--- config.mk ---
export PLATFORM = sky130hd
export DESIGN_NAME = pipe_hazard_ctrl_flat
export DESIGN_NICKNAME = d
export VERILOG_FILES = /design/src/rtl/pipe_pkg.sv /design/src/rtl/pipe_hazard_ctrl_if.sv /design/src/rtl/pipe_hazard_ctrl_sat_counter.sv /design/src/rtl/pipe_hazard_ctrl.sv /design/src/flat_wrapper.sv
export SDC_FILE = /design/constraint.sdc
export NUM_CORES = 1
export LEC_CHECK = 0
export CORE_MARGIN = 10
export CORE_UTILIZATION = 45
export DETAILED_ROUTE_END_ITERATION = 10
export PLACE_DENSITY = 0.75
export SLEW_MARGIN = 0
export SYNTH_ARGS = -nofsm -noshare
export SYNTH_HDL_FRONTEND = slang
export SYNTH_SLANG_ARGS = --single-unit
--- constraint.sdc ---
create_clock -name clk_i -period 2.55 [get_ports clk_i]
set_input_delay 0.255 -clock clk_i [delete_from_list [all_inputs] [get_ports clk_i]]
set_output_delay 0.255 -clock clk_i [all_outputs]
set_load 0.02 [all_outputs]
--- src/rtl/pipe_pkg.sv ---
// Shared types and constants for the pipeline hazard sequencer.
package pipe_pkg;

  typedef enum logic [1:0] {
    RUN      = 2'd0,
    LU_STALL = 2'd1,
    ERROR    = 2'd2
  } state_e;

  // Control word the ID/EX mux selects when a bubble is inserted
  localparam logic [6:0] CTRL_NOP = 7'b0;
  localparam logic [4:0] REG_ZERO = 5'd0;

  typedef struct packed {
    logic pc_write;
    logic if_id_write;
    logic if_id_flush;
    logic id_ex_stall;
    logic id_ex_bubble;
  } strobe_t;

  localparam strobe_t STB_RUN    = '{pc_write: 1'b1, if_id_write: 1'b1, default: 1'b0};
  localparam strobe_t STB_FREEZE = '{id_ex_stall: 1'b1, default: 1'b0};
  localparam strobe_t STB_BUBBLE = '{id_ex_bubble: 1'b1, default: 1'b0};

endpackage

--- src/rtl/pipe_hazard_ctrl_if.sv ---
// Hazard-unit signal bundle: ID/EX observations in, pipeline strobes and counters out.
interface pipe_hazard_ctrl_if #(parameter int CNT_W = 16);
  logic [4:0]       id_rs1_i;
  logic [4:0]       id_rs2_i;
  logic             id_uses_rs2_i;
  logic             ex_mem_read_i;
  logic [4:0]       ex_rd_i;
  logic             branch_taken_i;
  logic             dmem_busy_i;
  logic             pc_write_o;
  logic             if_id_write_o;
  logic             if_id_flush_o;
  logic             id_ex_stall_o;
  logic             id_ex_bubble_o;
  logic             err_o;
  logic [CNT_W-1:0] stall_cnt_o;
  logic [CNT_W-1:0] flush_cnt_o;

  modport master (
    output id_rs1_i, id_rs2_i, id_uses_rs2_i, ex_mem_read_i, ex_rd_i,
           branch_taken_i, dmem_busy_i,
    input  pc_write_o, if_id_write_o, if_id_flush_o, id_ex_stall_o,
           id_ex_bubble_o, err_o, stall_cnt_o, flush_cnt_o
  );

  modport slave (
    input  id_rs1_i, id_rs2_i, id_uses_rs2_i, ex_mem_read_i, ex_rd_i,
           branch_taken_i, dmem_busy_i,
    output pc_write_o, if_id_write_o, if_id_flush_o, id_ex_stall_o,
           id_ex_bubble_o, err_o, stall_cnt_o, flush_cnt_o
  );
endinterface

--- src/rtl/pipe_hazard_ctrl_sat_counter.sv ---
// Event counter that sticks at all-ones instead of wrapping.
module sat_counter #(
  parameter int CNT_W = 16
) (
  input  logic             clk,
  input  logic             rst_n,
  input  logic             inc,
  output logic [CNT_W-1:0] q
);

  always_ff @(posedge clk or negedge rst_n) begin
    if (!rst_n)          q <= '0;
    else if (inc && ~&q) q <= q + 1'b1;
  end

endmodule

--- src/rtl/pipe_hazard_ctrl.sv ---
// Stall/flush sequencer: load-use bubbles, dmem freeze, branch flush, timeout error.
module pipe_hazard_ctrl
  import pipe_pkg::*;
#(
  parameter int LOAD_STALLS = 1,
  parameter int TIMEOUT     = 256,
  parameter int CNT_W       = 16
) (
  input logic               clk_i,
  input logic               rst_n_i,
  pipe_hazard_ctrl_if.slave hz
);

  localparam int LCW = (LOAD_STALLS > 1) ? $clog2(LOAD_STALLS + 1) : 1;
  localparam int TCW = $clog2(TIMEOUT + 1);

  state_e         state, state_nxt;
  logic [LCW-1:0] lu_cnt, lu_cnt_nxt;
  logic [TCW-1:0] to_cnt;
  logic           lu, busy, timeout;
  strobe_t        stb;

  assign busy    = hz.dmem_busy_i;
  assign timeout = busy && (to_cnt == TCW'(TIMEOUT - 1));
  assign lu      = hz.ex_mem_read_i && (hz.ex_rd_i != REG_ZERO) &&
                   ((hz.ex_rd_i == hz.id_rs1_i) ||
                    (hz.id_uses_rs2_i && (hz.ex_rd_i == hz.id_rs2_i)));

  always_ff @(posedge clk_i or negedge rst_n_i) begin
    if (!rst_n_i) begin
      state  <= RUN;
      lu_cnt <= '0;
      to_cnt <= '0;
    end else begin
      state  <= state_nxt;
      lu_cnt <= lu_cnt_nxt;
      if (!busy)        to_cnt <= '0;
      else if (!timeout) to_cnt <= to_cnt + 1'b1;
    end
  end

  // Priority inside each state: freeze > load-use bubble > branch flush
  always_comb begin
    state_nxt  = state;
    lu_cnt_nxt = lu_cnt;
    stb        = STB_RUN;
    case (state)
      RUN: begin
        if (busy) stb = STB_FREEZE;
        else if (lu) begin
          stb = STB_BUBBLE;
          if (LOAD_STALLS > 1) begin
            state_nxt  = LU_STALL;
            lu_cnt_nxt = LCW'(LOAD_STALLS - 1);
          end
        end else if (hz.branch_taken_i) stb.if_id_flush = 1'b1;
      end
      LU_STALL: begin
        if (busy) stb = STB_FREEZE;
        else begin
          stb        = STB_BUBBLE;
          lu_cnt_nxt = lu_cnt - LCW'(1);
          if (lu_cnt == LCW'(1)) state_nxt = RUN;
        end
      end
      ERROR:   stb = STB_FREEZE;
      default: state_nxt = RUN;
    endcase
    if (timeout) state_nxt = ERROR;
  end

  assign hz.pc_write_o     = stb.pc_write;
  assign hz.if_id_write_o  = stb.if_id_write;
  assign hz.if_id_flush_o  = stb.if_id_flush;
  assign hz.id_ex_stall_o  = stb.id_ex_stall;
  assign hz.id_ex_bubble_o = stb.id_ex_bubble;
  assign hz.err_o          = (state == ERROR);

  sat_counter #(.CNT_W(CNT_W)) u_stall_cnt (
    .clk   (clk_i),
    .rst_n (rst_n_i),
    .inc   (~stb.pc_write),
    .q     (hz.stall_cnt_o)
  );

  sat_counter #(.CNT_W(CNT_W)) u_flush_cnt (
    .clk   (clk_i),
    .rst_n (rst_n_i),
    .inc   (stb.if_id_flush),
    .q     (hz.flush_cnt_o)
  );

endmodule

--- src/flat_wrapper.sv ---
// flat-port wrapper written by rule: the top's interface ports become plain ports
module pipe_hazard_ctrl_flat import pipe_pkg::*;
#(
  parameter int LOAD_STALLS = 1,
  parameter int TIMEOUT     = 256,
  parameter int CNT_W       = 16
)
  (clk_i, rst_n_i, hz_id_rs1_i, hz_id_rs2_i, hz_id_uses_rs2_i, hz_ex_mem_read_i, hz_ex_rd_i, hz_branch_taken_i, hz_dmem_busy_i, hz_pc_write_o, hz_if_id_write_o, hz_if_id_flush_o, hz_id_ex_stall_o, hz_id_ex_bubble_o, hz_err_o, hz_stall_cnt_o, hz_flush_cnt_o);
  pipe_hazard_ctrl_if #(.CNT_W(CNT_W)) hz_i ();
  input logic clk_i;
  input logic rst_n_i;
  input wire logic [$bits(hz_i.id_rs1_i)-1:0] hz_id_rs1_i;
  input wire logic [$bits(hz_i.id_rs2_i)-1:0] hz_id_rs2_i;
  input wire logic [$bits(hz_i.id_uses_rs2_i)-1:0] hz_id_uses_rs2_i;
  input wire logic [$bits(hz_i.ex_mem_read_i)-1:0] hz_ex_mem_read_i;
  input wire logic [$bits(hz_i.ex_rd_i)-1:0] hz_ex_rd_i;
  input wire logic [$bits(hz_i.branch_taken_i)-1:0] hz_branch_taken_i;
  input wire logic [$bits(hz_i.dmem_busy_i)-1:0] hz_dmem_busy_i;
  output wire logic [$bits(hz_i.pc_write_o)-1:0] hz_pc_write_o;
  output wire logic [$bits(hz_i.if_id_write_o)-1:0] hz_if_id_write_o;
  output wire logic [$bits(hz_i.if_id_flush_o)-1:0] hz_if_id_flush_o;
  output wire logic [$bits(hz_i.id_ex_stall_o)-1:0] hz_id_ex_stall_o;
  output wire logic [$bits(hz_i.id_ex_bubble_o)-1:0] hz_id_ex_bubble_o;
  output wire logic [$bits(hz_i.err_o)-1:0] hz_err_o;
  output wire logic [$bits(hz_i.stall_cnt_o)-1:0] hz_stall_cnt_o;
  output wire logic [$bits(hz_i.flush_cnt_o)-1:0] hz_flush_cnt_o;
  assign hz_i.id_rs1_i = hz_id_rs1_i;
  assign hz_i.id_rs2_i = hz_id_rs2_i;
  assign hz_i.id_uses_rs2_i = hz_id_uses_rs2_i;
  assign hz_i.ex_mem_read_i = hz_ex_mem_read_i;
  assign hz_i.ex_rd_i = hz_ex_rd_i;
  assign hz_i.branch_taken_i = hz_branch_taken_i;
  assign hz_i.dmem_busy_i = hz_dmem_busy_i;
  assign hz_pc_write_o = hz_i.pc_write_o;
  assign hz_if_id_write_o = hz_i.if_id_write_o;
  assign hz_if_id_flush_o = hz_i.if_id_flush_o;
  assign hz_id_ex_stall_o = hz_i.id_ex_stall_o;
  assign hz_id_ex_bubble_o = hz_i.id_ex_bubble_o;
  assign hz_err_o = hz_i.err_o;
  assign hz_stall_cnt_o = hz_i.stall_cnt_o;
  assign hz_flush_cnt_o = hz_i.flush_cnt_o;
  pipe_hazard_ctrl #(.LOAD_STALLS(LOAD_STALLS), .TIMEOUT(TIMEOUT), .CNT_W(CNT_W)) u_core (.clk_i(clk_i), .rst_n_i(rst_n_i), .hz(hz_i));
endmodule
* Word-level counts from Yosys, hierarchy flattened
Index checks and enable logic that the tools add are counted.
Widths: inputs -> output; s select.
** Word-level totals
- Register bits after elaboration :: 44
- Bits in latches :: 0
- RAM bits :: 0
- Bits in read-only memories :: 0
- Bits of input ports :: 21
- Output and inout bits :: 38
- Word-level logic and storage cells :: 49
- Memories kept :: 0
** Operators by class
- Add/subtract/negate cells :: 4
- $mul :: 0
- Divide/modulo/power cells :: 0
- Magnitude comparators :: 0
- Equal/unequal tests :: 9
- Shift operators :: 0
- Muxes and demuxes :: 13
- Bitwise logic cells :: 2
- Reduce and logical (&&, ||, !) cells :: 16
** Operators with widths (count)
- $add 16x1->16 const B :: 2
- $reduce_and 16->1 :: 2
- $mux 9 :: 2
- $pmux 5 s3 :: 1
- $eq 5x5->1 :: 2
- $mux 2 :: 5
- $add 9x1->9 const B :: 1
- $eq 9x8->1 const B :: 1
- $logic_and 1x1->1 :: 6
- $mux 5 :: 1
- $reduce_bool 5->1 :: 1
- $pmux 2 s2 :: 1
- $mux 1 :: 3
- $ne 3x1->1 const B :: 1
- $ne 3x2->1 const B :: 1
- $reduce_and 3->1 :: 1
- $eq 2x1->1 const B :: 1
- $eq 2x2->1 const B :: 1
- $logic_not 1->1 :: 2
- $logic_not 2->1 :: 1
- $ne 2x1->1 const B :: 1
- $ne 2x2->1 const B :: 1
- $not 1->1 :: 2
- $reduce_and 2->1 :: 1
- other kinds (3) :: 3

* Longest topological paths before layout
- Depth in word-level cells :: 9
- Depth in mapped cells :: 9
- Mapped depth without buffers :: 8

* Modules after synthesis
From an unflattened synthesis, not the netlist that was laid out.
** Unflattened totals
- Cell total of the unflattened synthesis :: 220
- Area total of the unflattened synthesis :: 2372.3 µm²
** Modules (own cells, without submodules)
- sat_counter :: instances 2, cells an instance 75, area each 840.8 µm², seq. area each 400.4 µm²
- pipe_hazard_ctrl :: instances 1, cells an instance 70, area each 690.7 µm², seq. area each 250.2 µm²

* Worst setup path before layout
Ideal clock, no wire load.
- Path type :: register to register
- From :: reg u_core.u_stall_cnt.q[0]
- To :: reg u_core.u_stall_cnt.q[1]
- Library setup time :: 0.128 ns
- Arrival time :: 1.860 ns
- Required time :: 2.422 ns
- Slack :: 0.563 ns
- Stages on the path, launching flop included :: 7
- Buffers on the path :: 0
- Clock period less this slack :: 1.987 ns
- Cell sequence :: dfrtp_1 ha_1 and3_1 nand3_1 nor3_2 nor2_1 mux2_1
** Between the ends
- Word-level cells in the longest chain between the ends :: 3
- Elaborated cells on any way between the ends :: 4
- Those cells by class :: add/sub: 1; reduce/logical: 3
** Ends and longest elaborated chain
- start, declared :: line pipe_hazard_ctrl_sat_counter.sv:8 : output logic [CNT_W-1:0] q
- start signal, assigned :: line pipe_hazard_ctrl_sat_counter.sv:13 : else if (inc && ~&q) q <= q + 1'b1;
- parallel branches: the longest is 3 deep, another holds $add 16x1->16
Several ways; the timed one is not identified.
A chain may end at the register's enable or synchronous reset.

* Worst setup path in the final report
- From :: in hz_ex_rd_i[0]
- To :: out hz_if_id_flush_o
** Between the ends
- Word-level cells in the longest chain between the ends :: 7
- Elaborated cells on any way between the ends :: 10
- Those cells by class :: eq/ne: 2; mux: 3; reduce/logical: 5
** Ends and longest elaborated chain
- start, declared :: line flat_wrapper.sv:16 : input wire logic [$bits(hz_i.ex_rd_i)-1:0] hz_ex_rd_i;
- $eq 5x5->1 :: line pipe_hazard_ctrl.sv:27 : (hz.id_uses_rs2_i && (hz.ex_rd_i == hz.id_rs2_i)));
- $logic_and 1x1->1 :: line pipe_hazard_ctrl.sv:27
- $logic_or 1x1->1 :: line pipe_hazard_ctrl.sv:26 : ((hz.ex_rd_i == hz.id_rs1_i) ||
- $logic_and 1x1->1 (*) :: line pipe_hazard_ctrl.sv:25 : assign lu = hz.ex_mem_read_i && (hz.ex_rd_i != REG_ZERO) &&
- $mux 1 (*) :: line pipe_hazard_ctrl.sv:50 : else if (lu) begin
- $mux 5 (*) :: line pipe_hazard_ctrl.sv:49 : if (busy) stb = STB_FREEZE;
- $pmux 5 s3 (*) :: line pipe_hazard_ctrl.sv:47 : case (state)
- end, declared :: line flat_wrapper.sv:21 : output wire logic [$bits(hz_i.if_id_flush_o)-1:0] hz_if_id_flush_o;
Mark *: on every way between the ends. The rest lies on a longest branch, timed or not.

==> impl_results.md <==
- CP max FO: 2
- Synth Area in Compound Gates: under 10%
- Reg2reg end: u_core.u_stall_cnt.q[1]
- Syn Nets: approximately 240
- H-Tree Depth: 2
- DR iter-0 viols: between 60 and 70
- Relative slew margins: around two fifths
- ANT cells: 0
- Outcome: completed
- Largest net degree at the start of global routing: 43
- DR vias: ~1.7k
- Period minus WS final: 2.28 ns
- GRT Overall Usage: 13.4%
- Fill count: 400
- Hold Crit Class: in2async
- Leakage Power: 0.00133 uW
- Design area: about 3000 sq um
- Netlist Area Pre-Place: 2200 sq um
- Final core utilization: 64.2%
- FFs w/ async S/R, synth: between 90% and 100%
- Clk sinks: 42
- Root buffer cell: clkbuf_8
- Share of post-route cells with drive strength above 1: under 10%
- Crit end category: primary output
- Site row count: 25
- Inst Count DP: ~350
- Initial antenna violation count: 0
- DRT met1 WL: approximately 2.5 mm
- I/O pin count: 59
- Max-Cap Viols: 0
- Clock Skew: 0.00386 ns
- Critical path launch point type: input port
- Area growth from synthesis to layout: 37.5%
- Dpl hpwl: slightly below 4 mm
- Vias per cell: around 4.9
- Worst Tran Pin Value: 0.908 ns
- Sequential-to-total area share from yosys stat: around 48%
- Input/output buffers: 58
- DIE WIDTH: approximately 90 um
- Worst path cell trace: clkdlybuf4s50_1 -> or4_4 -> o21ai_4 -> inv_2 -> a21oi_1 -> dlygate4sd2_1
- RSZ-0062 raised after global routing: no
- # hold bufs at CTS: 0
- Critical path arrival: 2.02 ns
- First-pass GRT wire length: ~9.0 mm
- Synth Area in XOR/XNOR: about 17%
- Layout net count: about 310
- Simple-gate share of the synthesized area: about 22%
- DRC Markers: 0
- Multi-input gate area: 1100 sq um
- Starting Density: 46.7%
- Total gr overflow: 0
- Sum of negative setup slack: 0 ns
- Buffers inserted during post-CTS setup optimization: 0
- Syn Inst Count: roughly 220
- Mux contribution to synthesized area: around 2.5%
- CTS tree: done
- Routed WL: 5.13 mm
- Placed Area: between 2000 and 3000 sq um
- Avg Inst Size Synth: around 10 sq um
- Register-to-Register Path Depth: 6
- Largest family of logic cells by synthesized area: simple AND/OR/NAND/NOR gates
- Crit path to: hz_if_id_flush_o
- Unique cell type count in the Yosys netlist: 40
- Met3 Wirelength: ~230 um
- Most common cell after layout, fill and taps aside: clkdlybuf4s50_1
- Die ar.: roughly 8000 sq um
- Synthesized-area fraction occupied by adder cells: under 10%
- Most used cells in the layout excluding fill and tap cells: clkdlybuf4s50_1, dfrtp_1, nand2_1, xor2_1, xnor2_1
- Vias in the first global route: roughly 1.8k
- Crit path from: hz_ex_rd_i[0]
- Power per standard cell area: roughly 760 nW/um^2
- Pre-antenna DRT Iters: 4
- Area taken by flip-flops and latches: about 1100 sq um
- Met2 wire length: 2.30 mm
- Number of synthesized flops with an enable pin: 0
- Hold Vio Cnt, Final: 0
- Slowest cell on the critical path: or4_4
- Routed Antenna Nets: 0
- Fmax achieved: between 400 and 500 MHz
- Crit Reg-Reg Startpoint: u_core.u_stall_cnt.q[0]
- Die span in y: 90.0 um
- Slowest Stage Delay on Critical Path: roughly 0.55 ns
- Final cell count without fillers: approximately 360
- CTS Buf Count: 5
- Highest routed metal layer: met4
- Clock slew at reported path FFs: approximately 0.080 ns
- Top_reg_cell synth: dfrtp_1
- Worst EP required: approximately 2.3 ns
- Worst hold slack: roughly 0.09 ns
- WS Path Type: in2out
- R2r setup slk: around 0.55 ns
- Seq cells post-synth: between 40 and 50
- Total core area: about 4700 sq um
- Worst-Skew Late Latency: a little under 0.3 ns
- Slew Limit Fails: 0
- CTS max path bufs: 2
- Fin crit share: between 80 and 90%
- Final Setup Violations: 0
- WL per Instance: ~14 um
- Synthesis Warnings: 0
- Routability cong.: ~0.85
- Max IR drop VDD: about 0.57 mV
==> what timing repair did <==
action                                 CTS  global route
setup endpoints to repair                1             3
endpoints found under the hold margin    0             0
resized for setup                        1             3
==> logic make-up after synthesis <==
family	Yosys count
muxes	5
and+or+nand+nor	98
AOI/OAI and AO/OA	17
DFF	42
buffers and inverters	10
adders and majority gates	4
xor gates and xnor gates	42
==> state kept, by name, summed over array words and instances, names as in the netlist <==
register              flops
u_core.state              1
u_core.u_stall_cnt.q     16
u_core.u_flush_cnt.q     16
u_core.to_cnt             9
==> final cells by class <==
cell class / count / share of cell area [%]
Clock buffer: 6 / 2.72
Clock inverter: 1 / 0.991
Inverter: 5 / 0.619
Multi-Input combinational cell: 166 / 36.3
Sequential cell: 42 / 34.7
Tap cell: 67 / 2.77
Timing Repair Buffer: 69 / 21.9
==> report_power, final <==
group / leakage (uW) / total (uW) / switching [uW] / internal (uW)
Combinational: 0.000744 / 805 / 400 / 405
Sequential: 0.000526 / 976 / 173 / 804
Clock: 0.0000573 / 532 / 219 / 313
==> per-layer routing <==
layer | global-route usage, % | vias up
met2 | 20.2 | 41
met1 | 17.6 | 801
met5 | 0 | -
li1 | - | 888
met4 | 6.37 | 0
met3 | 3.41 | 7
==> Yosys cell counts (2+ instances only) <==
cell type,number,share of area (%)
and3_1,4,1.1
nand4_1,5,1.4
a21oi_1,3,0.68
o22ai_1,2,0.57
nand2_1,25,4.3
mux2_1,3,1.5
xor2_1,24,9.5
ha_1,4,2.3
or2_2,2,0.57
nor4_1,4,1.1
a31oi_1,3,0.85
xnor2_1,18,7.2
nand3_1,13,3.0
clkbuf_1,2,0.34
buf_4,2,0.68
nor2b_1,2,0.57
and2_1,8,2.3
nor2_1,14,2.4
inv_1,4,0.68
nor3_1,15,3.4
dfrtp_1,42,48
==> stage by stage <==
step	setup slack, ns	power (uW)
2_1_floorplan	0.563	1380
5_1_grt	0.190	2460
6_report	0.274	2310
4_1_cts	0.00670	2340
3_3_place_gp	0.0217	1790
3_5_place_dp	0.0200	1810
==> worst min path at each step <==
stage          startpoint               end  cells after the start
5_1_grt           rst_n_i  u_core.to_cnt[4]                      1
3_5_place_dp      rst_n_i  u_core.to_cnt[4]                      1
3_3_place_gp      rst_n_i  u_core.to_cnt[4]                      1
4_1_cts           rst_n_i  u_core.to_cnt[4]                      1
6_report          rst_n_i  u_core.to_cnt[4]                      1
2_1_floorplan     rst_n_i   u_core.state[1]                      0
==> worst max-delay path, delay by kind of cell <==
family / cells / cell delay [ns]
AO/OA/AOI/OAI: 2 / 0.34
AND/OR/NAND/NOR: 1 / 0.55
buffers and inverters: 3 / 0.86
(Power assumes the default switching activity.)
==> edit 1 (config.mk and constraints unchanged) <==
`CNT_W` is set to 16 in 4 places; all go to 18.
--- a/src/rtl/pipe_hazard_ctrl_if.sv
+++ b/src/rtl/pipe_hazard_ctrl_if.sv
@@ -1,5 +1,5 @@
 // Hazard-unit signal bundle: ID/EX observations in, pipeline strobes and counters out.
-interface pipe_hazard_ctrl_if #(parameter int CNT_W = 16);
+interface pipe_hazard_ctrl_if #(parameter int CNT_W = 18);
   logic [4:0]       id_rs1_i;
   logic [4:0]       id_rs2_i;
   logic             id_uses_rs2_i;
--- a/src/rtl/pipe_hazard_ctrl_sat_counter.sv
+++ b/src/rtl/pipe_hazard_ctrl_sat_counter.sv
@@ -1,6 +1,6 @@
 // Event counter that sticks at all-ones instead of wrapping.
 module sat_counter #(
-  parameter int CNT_W = 16
+  parameter int CNT_W = 18
 ) (
   input  logic             clk,
   input  logic             rst_n,
--- a/src/rtl/pipe_hazard_ctrl.sv
+++ b/src/rtl/pipe_hazard_ctrl.sv
@@ -4,7 +4,7 @@
 #(
   parameter int LOAD_STALLS = 1,
   parameter int TIMEOUT     = 256,
-  parameter int CNT_W       = 16
+  parameter int CNT_W       = 18
 ) (
   input logic               clk_i,
   input logic               rst_n_i,
--- a/src/flat_wrapper.sv
+++ b/src/flat_wrapper.sv
@@ -3,7 +3,7 @@
 #(
   parameter int LOAD_STALLS = 1,
   parameter int TIMEOUT     = 256,
-  parameter int CNT_W       = 16
+  parameter int CNT_W       = 18
 )
   (clk_i, rst_n_i, hz_id_rs1_i, hz_id_rs2_i, hz_id_uses_rs2_i, hz_ex_mem_read_i, hz_ex_rd_i, hz_branch_taken_i, hz_dmem_busy_i, hz_pc_write_o, hz_if_id_write_o, hz_if_id_flush_o, hz_id_ex_stall_o, hz_id_ex_bubble_o, hz_err_o, hz_stall_cnt_o, hz_flush_cnt_o);
   pipe_hazard_ctrl_if #(.CNT_W(CNT_W)) hz_i ();
Ports: changed (resized hz_flush_cnt_o and hz_stall_cnt_o); port bits go from 59 to 63. The function was not compared with the original's and may differ.
==> edit 1 against the original RTL <==
Setup slack worse by 190 ps; wire length rose by 5.0%; critical path depth down 1; design area rose by 6.1%; synthesized area up 9.7%; sequential power is 6% higher; sequential cell count rose by 4; power shrank 3.7%; critical path type unchanged.
==> edit 1: results (changes against the original RTL) <==
Routing
  • DRT iter0 DRCs: 85 (+35%)
  • WL met2: 2.34 mm (+1.6%)
  • Met3 wire len: 427 um (+88%)
  • DR WL/cell: 14.6 um (+1.3%)
  • M1 WL: 2.55 mm (+2.4%)

Pwr
  • Power share of the clock group: 0.188 (-0.042)
  • Worst IR drop on VDD: 0.457 mV (-20%)
  • Power Clock: 418 uW (-21%)

GRT
  • Met3 usage: 0.0464 (+0.0123)
  • Grt met2 use: 0.184 (-0.0171)
  • GRT Util Overall: 0.126 (-0.00893)
  • Met1 usage: 0.164 (-0.0123)
  • Largest net degree at the start of global routing: 25 (-42%)

Placement
  • Placed cells: 361 (+3.4%)
  • Pre-CTS WS: -33.0 ps (-53.0 ps)

Status
  • Outcome: finished, final reports clean

STA
  • Worst slew pin tran: 539 ps (-369 ps)
  • Minimum hold slack: 474 ps (+384 ps)

Finish
  • Final cell count without fillers: 369 (+3.7%)
  • # nets final: 324 (+3.2%)
  • Layout cells sized above 1: 0.0803 (-0.0166)

Setup path
  • Flop2flop setup slack: 410 ps (-140 ps)
  • Crit path from: hz_ex_rd_i[1]

CTS
  • Hold-fix buffers, CTS: 1 (+1)

Logic synthesis
  • Synth cell count leaders: dfrtp_1, xnor2_1, nand3_1, xor2_1, nand2_1
  • Yosys cell types: 38 (-5.0%)
edit 1: cell count changes in the layout (fill, tap and decap cells not counted), sizes merged, moves of 5 or more:
cell           delta
nand2             -9
xnor2            +16
and3              +9
clkdlybuf4s50     +6
xor2              -8
nand4             +8
nor2              -5
nand3             +7
nor3              -5
edit 1: cell type report:
type,instances,area (um2)
inverter,4,15.0
multi-input combinational,171,1200
timing repair buffer,71,687
sequential,46,1150
clock buffer,7,76.3
fill,424,1960
tap,70,87.6
edit 1: cells by family (layout without fill, tap and decap cells):
group	after synthesis	after routing	synth area share
multiplexers	3	3	0.0150
adder cells (fa/ha/maj)	4	4	0.0207
AO/OA/AOI/OAI	10	10	0.0378
buffers and inverters	11	82	0.0285
flip-flops	46	46	0.476
XOR/XNOR	50	50	0.181
AND/OR/NAND/NOR	104	104	0.241
edit 1: worst max-delay path: stages:
cell and delay, ps:
clkdlybuf4s50_1 430, or4_1 550, o21ai_2 150, o21a_2 210, clkdlybuf4s50_1 620
==> edit 2 (same flow settings) <==
Made on the original files. The 3 states of `state_e` get a one-hot encoding in 3 bits.
--- a/src/rtl/pipe_pkg.sv
+++ b/src/rtl/pipe_pkg.sv
@@ -1,10 +1,10 @@
 // Shared types and constants for the pipeline hazard sequencer.
 package pipe_pkg;
 
-  typedef enum logic [1:0] {
-    RUN      = 2'd0,
-    LU_STALL = 2'd1,
-    ERROR    = 2'd2
+  typedef enum logic [2:0] {
+    RUN      = 3'b001,
+    LU_STALL = 3'b010,
+    ERROR    = 3'b100
   } state_e;
 
   // Control word the ID/EX mux selects when a bubble is inserted
Check against the original RTL: no difference found for any inputs over 10 cycles, from zero or initial values and one cycle with rst_n_i low; not proved beyond that.
==> edit 2 against the original RTL <==
Synthesized area is 6.5% higher; count of clock-buffer cells in the layout is 2 higher; setup slack worse by 100 ps; critical path depth stayed put; design area is 4.3% higher; sequential cell count is 1 higher; wire length is 2.1% higher.
Power is not compared: it rests on default switching activity, and its combinational part moved more than twofold at a synthesized area within 25%.
==> edit 2: results (changes against the original RTL) <==
Routing
  • DRT iter0 DRCs: 95 (+51%)
  • Post-Route WL: 5.24 mm (+2.1%)
  • Via density: 5.02 (+2.9%)
  • DR WL/cell: 14.1 um (-2.0%)
  • DRT Pass-1 Iters: 4 (unchanged)

Finish
  • Layout cells sized above 1: 0.113 (+0.0161)
  • Top Registers: u_core.u_flush_cnt.q x16, u_core.u_stall_cnt.q x16, u_core.to_cnt x9
  • FILL cells: 425 (+6.3%)
  • # nets final: 327 (+4.1%)

Logic synthesis
  • Synth Flop Type: dfrtp_1
  • Syn Nets: 255 (+4.9%)
  • Syn Area/Cell: 10.3 um2 (+1.8%)
  • Yosys cell types: 39 (-2.5%)
  • Synth cell count leaders: dfrtp_1, xor2_1, nand2_1, xnor2_1, nand3_1
  • Synth area leaders: dfrtp_1, xor2_1, xnor2_1

Setup path
  • R2R Path Start: u_core.state[0]
  • Critical path arrival: 2120 ps (+100 ps)
  • Worst Path Max Fanout: 5 (+3)
  • R2r endpoint: u_core.u_flush_cnt.q[9]
  • Slowest CP cell: or4_1

Placement
  • Placed cells: 363 (+4.0%)
  • HPWL Detailed: 4.04 mm (+2.8%)
  • GP Congestion: 0.810 (-4.5%)

STA
  • Fin Clk Skew: 8.42 ps (+4.56 ps)
  • Worst slew pin tran: 955 ps (+46.8 ps)

Status
  • Outcome: finished, final reports clean

GRT
  • First-pass GRT wire length: 8.80 mm (-2.4%)
  • Largest net degree at the start of global routing: 44 (+2.3%)
  • Vias in the first global route: 1,916 (+5.9%)
  • GRT Util Overall: 0.126 (-0.00882)

Pwr
  • Worst IR drop on VDD: 0.320 mV
  • Switching power total: 264 uW
edit 2: cell types whose count changed in the layout (fill, tap and decap cells not counted), moves of 3 or more:
cell            unedited run  this run
o21ai_0                    1         5
nor4_2                     0         3
dlymetal6s2s_1             3         0
a31oi_1                    3         0
nand2_1                   25        22
nor2_1                    14         8
and3_1                     4         9
nand4_1                    5         9
nor3_1                    15         9
mux2_1                     3         0
dlygate4sd2_1              1         4
nand3_1                   13        18
edit 2: cell families (layout without fill, tap and decap cells):
| kind of cell | after synthesis | after routing | share of synthesized area |
|---|---|---|---|
| compound gates | 15 | 15 | 0.0464 |
| xor+xnor | 44 | 44 | 0.164 |
| fa+ha+maj | 6 | 6 | 0.0320 |
| buf+inv | 8 | 81 | 0.0187 |
| flops | 43 | 43 | 0.459 |
| mux | 4 | 4 | 0.0187 |
| simple gates | 108 | 108 | 0.261 |
edit 2: power groups by stage:
stage | sequential (mW) | combinational (mW) | clock (mW)
after global routing | 0.690 | 0.0974 | 0.511
after global placement | 0.703 | 0.0880 | 0
after CTS | 0.689 | 0.0892 | 0.477
after floorplan | 0.702 | 0.0298 | 0
after detailed placement | 0.703 | 0.0888 | 0
final | 0.689 | 0.0882 | 0.468
edit 2: worst max path at each step:
stage,cells after the start,slack [ps],endpoint,startpoint
5_1_grt,5,40,hz_if_id_flush_o,u_core.state[0]
2_1_floorplan,6,530,u_core.u_flush_cnt.q[1],u_core.state[0]
4_1_cts,6,140,hz_if_id_flush_o,hz_ex_rd_i[4]
3_3_place_gp,6,-120,hz_if_id_flush_o,hz_ex_rd_i[4]
6_report,6,170,hz_if_id_flush_o,hz_ex_rd_i[4]
3_5_place_dp,6,-150,hz_if_id_flush_o,hz_ex_rd_i[4]
edit 2: area by class of cell:
class | instances | share of cell area
clock buffers | 8 | 0.0316
inverters | 3 | 0.00356
multi-input cells | 177 | 0.388
flip-flops and latches | 43 | 0.341
well taps | 70 | 0.0277
repair buffers | 70 | 0.209
edit 2: per-layer routing:
metal  track usage  wire [um]  vias up
met1         0.150       2400      869
li1              -          -      940
met3        0.0554        378       11
met2         0.196       2380       43
met5             0          0        -
met4        0.0463         77        0
edit 2: metrics by stage:
step / setup TNS, ps / hold slack (ps) / worst slack [ps] / util / cell area, um2
after floorplan: 0 / -40.6 / 532 / - / 2350
after global placement: -280 / 444 / -120 / 0.605 / 3070
after detailed placement: -406 / 447 / -145 / 0.605 / 3070
after CTS: 0 / 127 / 137 / 0.623 / 3160
after global routing: 0 / 164 / 35.3 / 0.623 / 3160
final: 0 / 97.1 / 173 / 0.623 / 3160
